<file path="config.mk">
export PLATFORM = sky130hd
export DESIGN_NAME = ysyx_24100005_ifu
export DESIGN_NICKNAME = d
export VERILOG_FILES = /design/src/rtl/ysyx_24100005_pkg.sv /design/src/rtl/ysyx_24100005_ifu_wdog.sv /design/src/rtl/ysyx_24100005_ifu.sv
export SDC_FILE = /design/constraint.sdc
export NUM_CORES = 1
export LEC_CHECK = 0
export CAP_MARGIN = 20
export CORE_ASPECT_RATIO = 1.25
export CORE_MARGIN = 2
export CORE_UTILIZATION = 38
export CTS_CLUSTER_SIZE = 14
export DETAILED_ROUTE_END_ITERATION = 6
export PLACE_DENSITY = 0.92
export RECOVER_POWER = 25
export SKIP_CTS_REPAIR_TIMING = 1
export SYNTH_ARGS = -nofsm -noshare
export SYNTH_HDL_FRONTEND = slang
export SYNTH_HIERARCHICAL = 1
export SYNTH_SLANG_ARGS = --single-unit
</file>
<file path="constraint.sdc">
create_clock -name i_clk -period 1.5 [get_ports i_clk]
set_input_delay 0.45 -clock i_clk [delete_from_list [all_inputs] [get_ports i_clk]]
set_output_delay 0.45 -clock i_clk [all_outputs]
set_load 0.005 [all_outputs]
</file>
<file path="src/rtl/ysyx_24100005_pkg.sv">
// Shared types and constants for the ysyx_24100005 instruction fetch unit.
package ysyx_24100005_pkg;

    localparam int          WORD_W       = 32;
    localparam logic [31:0] RESET_PC_DEF = 32'h8000_0000;
    localparam logic [31:0] INST_ZERO    = 32'h0000_0000;
    localparam int          TIMEOUT_DEF  = 255;

    // Fetch FSM: issue request, wait for data, hold for decode, wait for next PC
    typedef enum logic [1:0] {
        REQ  = 2'd0,
        WAIT = 2'd1,
        HOLD = 2'd2,
        EXEC = 2'd3
    } ifu_state_t;

endpackage

</file>
<file path="src/rtl/ysyx_24100005_ifu_wdog.sv">
// WAIT-state watchdog: 8-bit up-counter, cleared outside WAIT, flags expiry at LIMIT.
module ysyx_24100005_ifu_wdog #(
    parameter logic [7:0] LIMIT = 8'd255
) (
    input  logic i_clk,
    input  logic i_rst,      // active-low, asynchronous
    input  logic i_clr,
    input  logic i_en,
    output logic o_expired
);

    logic [7:0] r_cnt;

    assign o_expired = (r_cnt == LIMIT);

    // Count WAIT cycles; saturate once expired so the flag stays up until cleared
    always_ff @(posedge i_clk or negedge i_rst) begin
        if (!i_rst)                  r_cnt <= 8'd0;
        else if (i_clr)              r_cnt <= 8'd0;
        else if (i_en && !o_expired) r_cnt <= r_cnt + 8'd1;
    end

endmodule

</file>
<file path="src/rtl/ysyx_24100005_ifu.sv">
// Instruction fetch unit: owns the PC, fetches one instruction at a time over a
// valid/ready bus and hands {pc, inst} to the single-cycle core.
// Optional feature macro: YSYX_IFU_FAULT_EN (misaligned-PC, bus-error and
// WAIT-timeout faults reported on o_inst_fault). Without it o_inst_fault is 0.
module ysyx_24100005_ifu
    import ysyx_24100005_pkg::*;
#(
    parameter logic [WORD_W-1:0] RESET_PC    = RESET_PC_DEF,
    parameter int                TIMEOUT_CYC = TIMEOUT_DEF
) (
    input  logic              i_clk,
    input  logic              i_rst,        // active-low, asynchronous
    output logic              o_req_valid,
    input  logic              i_req_ready,
    output logic [WORD_W-1:0] o_req_addr,
    input  logic              i_resp_valid,
    output logic              o_resp_ready,
    input  logic [WORD_W-1:0] i_resp_data,
    input  logic              i_resp_err,
    output logic              o_inst_valid,
    input  logic              i_inst_ready,
    output logic [WORD_W-1:0] o_inst,
    output logic [WORD_W-1:0] o_pc,
    input  logic              i_wb_valid,
    input  logic [WORD_W-1:0] i_wb_npc,
    output logic              o_inst_fault
);

    localparam logic [7:0] TO_LIM = TIMEOUT_CYC[7:0];

    ifu_state_t        r_state, w_state_nxt;
    logic [WORD_W-1:0] r_pc, w_pc_nxt;
    logic [WORD_W-1:0] r_inst, w_inst_nxt;
    logic              r_fault, w_fault_nxt;

    logic w_misal;     // current PC cannot be fetched
    logic w_expired;   // WAIT timed out
    logic w_resp_err;  // bus error as seen by the FSM

`ifdef YSYX_IFU_FAULT_EN
    assign w_misal    = (r_pc[1:0] != 2'b00);
    assign w_resp_err = i_resp_err;

    ysyx_24100005_ifu_wdog #(.LIMIT(TO_LIM)) u_wdog (
        .i_clk     (i_clk),
        .i_rst     (i_rst),
        .i_clr     (r_state != WAIT),
        .i_en      (r_state == WAIT),
        .o_expired (w_expired)
    );
`else
    logic w_unused;
    assign w_unused   = ^{i_resp_err, TO_LIM};
    assign w_misal    = 1'b0;
    assign w_resp_err = 1'b0;
    assign w_expired  = 1'b0;
`endif

    assign o_req_addr   = r_pc;
    assign o_pc         = r_pc;
    assign o_inst       = r_inst;
    assign o_inst_fault = r_fault;

    // State register
    always_ff @(posedge i_clk or negedge i_rst) begin
        if (!i_rst) r_state <= REQ;
        else        r_state <= w_state_nxt;
    end

    // PC / instruction / fault registers
    always_ff @(posedge i_clk or negedge i_rst) begin
        if (!i_rst) begin
            r_pc    <= RESET_PC;
            r_inst  <= INST_ZERO;
            r_fault <= 1'b0;
        end else begin
            r_pc    <= w_pc_nxt;
            r_inst  <= w_inst_nxt;
            r_fault <= w_fault_nxt;
        end
    end

    // Next-state, next-data and handshake outputs
    always_comb begin
        w_state_nxt  = r_state;
        w_pc_nxt     = r_pc;
        w_inst_nxt   = r_inst;
        w_fault_nxt  = r_fault;
        o_req_valid  = 1'b0;
        o_resp_ready = 1'b0;
        o_inst_valid = 1'b0;
        unique case (r_state)
            REQ: begin
                if (w_misal) begin
                    // unfetchable PC: deliver a faulting zero instruction instead
                    w_state_nxt = HOLD;
                    w_inst_nxt  = INST_ZERO;
                    w_fault_nxt = 1'b1;
                end else begin
                    // gated by reset so the request drops the moment reset asserts
                    o_req_valid = i_rst;
                    if (i_req_ready) w_state_nxt = WAIT;
                end
            end
            WAIT: begin
                o_resp_ready = 1'b1;
                if (i_resp_valid) begin
                    w_state_nxt = HOLD;
                    w_inst_nxt  = i_resp_data;
                    w_fault_nxt = w_resp_err;
                end else if (w_expired) begin
                    w_state_nxt = HOLD;
                    w_inst_nxt  = INST_ZERO;
                    w_fault_nxt = 1'b1;
                end
            end
            HOLD: begin
                o_inst_valid = 1'b1;
                if (i_inst_ready) begin
                    // single-cycle core may report its next PC in the same cycle
                    if (i_wb_valid) begin
                        w_pc_nxt    = i_wb_npc;
                        w_state_nxt = REQ;
                    end else begin
                        w_state_nxt = EXEC;
                    end
                end
            end
            EXEC: begin
                if (i_wb_valid) begin
                    w_pc_nxt    = i_wb_npc;
                    w_state_nxt = REQ;
                end
            end
            default: w_state_nxt = REQ;
        endcase
    end

endmodule

</file>
After elaboration in Yosys (flattened, before gate mapping)
Index checks and enable logic that the tools add are counted.
{ "totals": {"register_bits": 66, "latch_bits": 0, "mem_bits_rw": 0, "rom_bits": 0, "in_bits": 71, "out_inout_bits": 100, "wordCells": 27, "n_memories": 0} }
{ "op_classes": {"addsub": 0, "multipliers": 0, "div": 0, "magnitude_cmp": 0, "eq_ne": 7, "shifts": 0, "mux": 12, "n_bitwise": 0, "reduce_logical": 5} }
{ "op_table": {"columns": ["operator", "count"], "rows": [
  ["2-to-1 mux 32 bit", 2],
  ["one-hot mux 32 bit (2 select lines)", 1],
  ["2-to-1 mux 2 bit", 5],
  ["!= test 2 bit, second input constant", 4],
  ["one-hot mux 2 bit (4 select lines)", 1],
  ["== test 2 bit, second input constant", 2],
  ["AND reduction 2 bit", 2],
  ["AND reduction 4 bit", 1],
  ["2-to-1 mux 1 bit", 3],
  ["== test 2 x 1 -> 1 bit, second input constant", 1],
  ["logical NOT 2 bit", 1],
  ["nonzero test 2 bit", 1]
]} }

Depth between registers and ports, before layout
{ "depth": {"word_depth": 3, "ltp_mapped": 3, "depth_no_buf": 2} }

Worst setup path after synthesis
No wires, ideal clock.
{ "synth_path": {"path_kind": "register -> register", "from": "reg r_state[0]", "to": "reg r_pc[10], in the netlist o_pc[10]", "setup_time_ps": 125, "arrival_ps": 1230, "t_required_ps": 1375, "slack_ps": 145, "stages_incl_launch_ff": 4, "path_buffers": 1, "period_less_slack_ps": 1355, "cell_sequence": "dfrtp_1 o211ai_4 buf_6 mux2_2"} }
{ "synth_via": {"elab_chain_cells": 3, "word_cells_on_any_way": 6, "cone_classes": "3 x eq/ne; 1 x mux; 2 x reduce/logical"} }
{ "synth_lines": {"columns": ["item", "line_no", "text"], "rows": [
  ["start, declared", "ysyx_24100005_ifu.sv:31", "ifu_state_t r_state, w_state_nxt;"],
  ["start signal, assigned", "ysyx_24100005_ifu.sv:67", "else r_state <= w_state_nxt;"],
  ["== test 2 bit", "ysyx_24100005_ifu.sv:92", "unique case (r_state)"],
  ["!= test 2 bit (no source line) or nonzero test 2 bit (tied branches)", null, null],
  ["AND reduction 2 bit (no source line)", null, null],
  ["end signal, assigned", "ysyx_24100005_ifu.sv:77", "r_pc <= w_pc_nxt;"],
  ["end, declared", "ysyx_24100005_ifu.sv:32", "logic [WORD_W-1:0] r_pc, w_pc_nxt;"]
]} }
Parallel ways exist; a longest one is shown, timed or not.
A chain may end at the register's enable or synchronous reset.

Worst setup path in the final report
{ "layout_path": {"from": "reg r_state[0]", "to": "reg r_pc[20], in the netlist o_pc[20]"} }
Same word-level chain as after synthesis.

==> run summary <==
CP max FO = 16
Longest Clk Path Bufs = 2
critical path class = flip-flop to flip-flop
post-layout util = 69.9%
Worst R2R Path Depth = 4
global-route wire length before repair = 9870 µm
final count of hold timing violations = 0
final net count = 420
Final Wtd Congestion = 0.753
CTS H-tree lvls = 3
Netlist Area Pre-Place = 2910 µm²
Worst-Skew Late Latency = 0.33 ns
CTS tree = yes
Area growth syn-to-layout = 77.7%
r2r endpoint = o_pc[20]
Critical Path Sink = o_pc[20]
remaining global-route overflow = 0
Pwr per Cell Area = 1980 nW/µm²
Max Freq = 0.649 GHz
run status = finished with violations
register area share after synthesis = 56.8%
post-synthesis cell count = 180
Placed Cells incl. Taps = 409
Initial DRC Count = 39
Final period util = 103%
Vias = 2081
Synth Net Count = 251
post-synth cell types = 16
flop-to-flop setup slack = -0.04 ns
Worst IR Drop VDD = 0.000979 V
fin cells = 445
clock sink count = 66
first drt pass iteration count = 3
port bufs = 168
wire per inst = 18.5 µm
worst hold path type = primary input to async pin
Worst Setup SP = r_state[0]
diodes inserted = 0
synth warn = 6
chip height = 102 µm
failing checks = negative setup slack
final setup vio count = 13
FF+latch count, synth = 66
RSZ-0062 raised after global routing = yes
die span in x = 82.3 µm
initial core utilization = 39.3%
Core ar. = 7400 µm²
Residual DRC = 0
critical register-to-register path startpoint = r_state[0]
CP Launch Type = flip-flop
layout cells sized above 1 = 33.4%
MaxCap Viol Count = 0
DP HPWL = 5090 µm
initial antenna violation count = 0
final wirelength = 8210 µm
total power = 10200 µW
die area = 8380 µm²
GRT Resource Usage Total = 15.8%
Final min period = 1.54 ns
Crit path arrival time = 1.76 ns
clock slew at reported path FFs = 0.07 ns
fin worst setup slack = -0.0418 ns
ANT nets after route = 0
Root Buffer = clkbuf_8
Pins Over Slew Limit = 0
Num CTS Buffers = 9
vias in the first global route = 1987
syn avg cell area = 16.2 µm²
CP required = 1.72 ns
worst clock skew = 0.00795 ns
standard-cell rows = 35
pin count of the biggest net entering global routing = 37
critical path capture point type = flip-flop
# IOs = 171
Pleak = 0.00322 µW
DR vias/cell = 4.68
cells by family (layout without fill, tap and decap cells):
| kind of cell | after synthesis | count (layout) | share of synthesized area, % |
|---|---|---|---|
| muxes | 65 | 65 | 29.1 |
| buffers and inverters | 39 | 212 | 10.8 |
| and+or+nand+nor | 5 | 5 | 1.55 |
| AOI/OAI and AO/OA | 4 | 4 | 1.55 |
| DFF | 66 | 66 | 56.8 |
| other | 1 | 1 | 0.129 |
area by class of cell:
type | count | area [µm²]
clock buffer | 13 | 169
clock inverter | 2 | 35.0
fill | 482 | 2230
multi-input combinational | 75 | 1030
sequential | 66 | 1650
tap | 92 | 115
timing repair buffer | 197 | 2170
synth_stat cells:
library cell,number,area share [%]
o211ai_4,1,0.73
dfrtp_1,65,56
and2b_1,1,0.26
o21ai_0,1,0.17
nor2b_1,1,0.22
conb_1,1,0.13
buf_6,6,2.3
dfstp_2,1,0.90
buf_4,33,8.5
nand3b_4,1,0.69
o211a_1,1,0.34
mux2_4,31,16
a22o_1,1,0.30
nor3b_1,1,0.26
mux2_2,34,13
nand2_1,1,0.13
cell usage in the layout (no fill, tap or decap), types with 2 or more instances in the layout:
| master | instances |
|---|---|
| buf_12 | 2 |
| clkbuf_1 | 2 |
| clkbuf_8 | 12 |
| dfrtp_1 | 64 |
| buf_2 | 3 |
| dlymetal6s2s_1 | 96 |
| buf_4 | 23 |
| buf_6 | 3 |
| clkdlybuf4s50_1 | 67 |
| mux2_4 | 52 |
| mux2_2 | 13 |
registers in the layout, indices dropped and copies added, names as in the netlist:
name and cells:
o_inst 32, r_state 2, o_pc 32
critical path: stages (launching register included):
cell	delay, ns
dfrtp_2	0.43
buf_6	0.14
o211ai_4	0.27
buf_12	0.22
mux2_2	0.35
power breakdown:
group	internal (µW)	total, µW	switching [µW]
clock network	894	1540	643
registers	2720	3330	616
logic	3790	5350	1560
total	7400	10200	2820
worst min path at each step:
stage                     from    endpoint  cells past startpoint
floorplan                i_rst   o_inst[0]                      0
global placement    o_inst[18]  o_inst[18]                      1
finish                   i_rst     o_pc[0]                      2
global route             i_rst  o_inst[27]                      2
CTS                      i_rst    o_pc[15]                      2
detailed placement  o_inst[14]  o_inst[14]                      1
metrics by stage:
step           setup WS, ns  cell area, µm²  hold WS [ns]  setup TNS [ns]
2_1_floorplan         0.145            2910         0.154               0
3_3_place_gp         -0.331            4470         0.487          -17.09
3_5_place_dp         -0.355            4470         0.492          -18.21
4_1_cts              -0.508            4680         0.235          -19.56
5_1_grt             -0.0764            5170         0.346           -1.13
6_report            -0.0418            5170         0.312          -0.180
per-layer routing:
layer | vias to the layer above | global-route usage (%) | routed length, µm
met5 | - | 0 | 0
met4 | 0 | 6.15 | 116
met3 | 14 | 6.18 | 778
met2 | 113 | 27.7 | 4400
met1 | 1029 | 16.9 | 2920
li1 | 925 | - | -
Note: power is estimated with default switching activity, not from simulation.
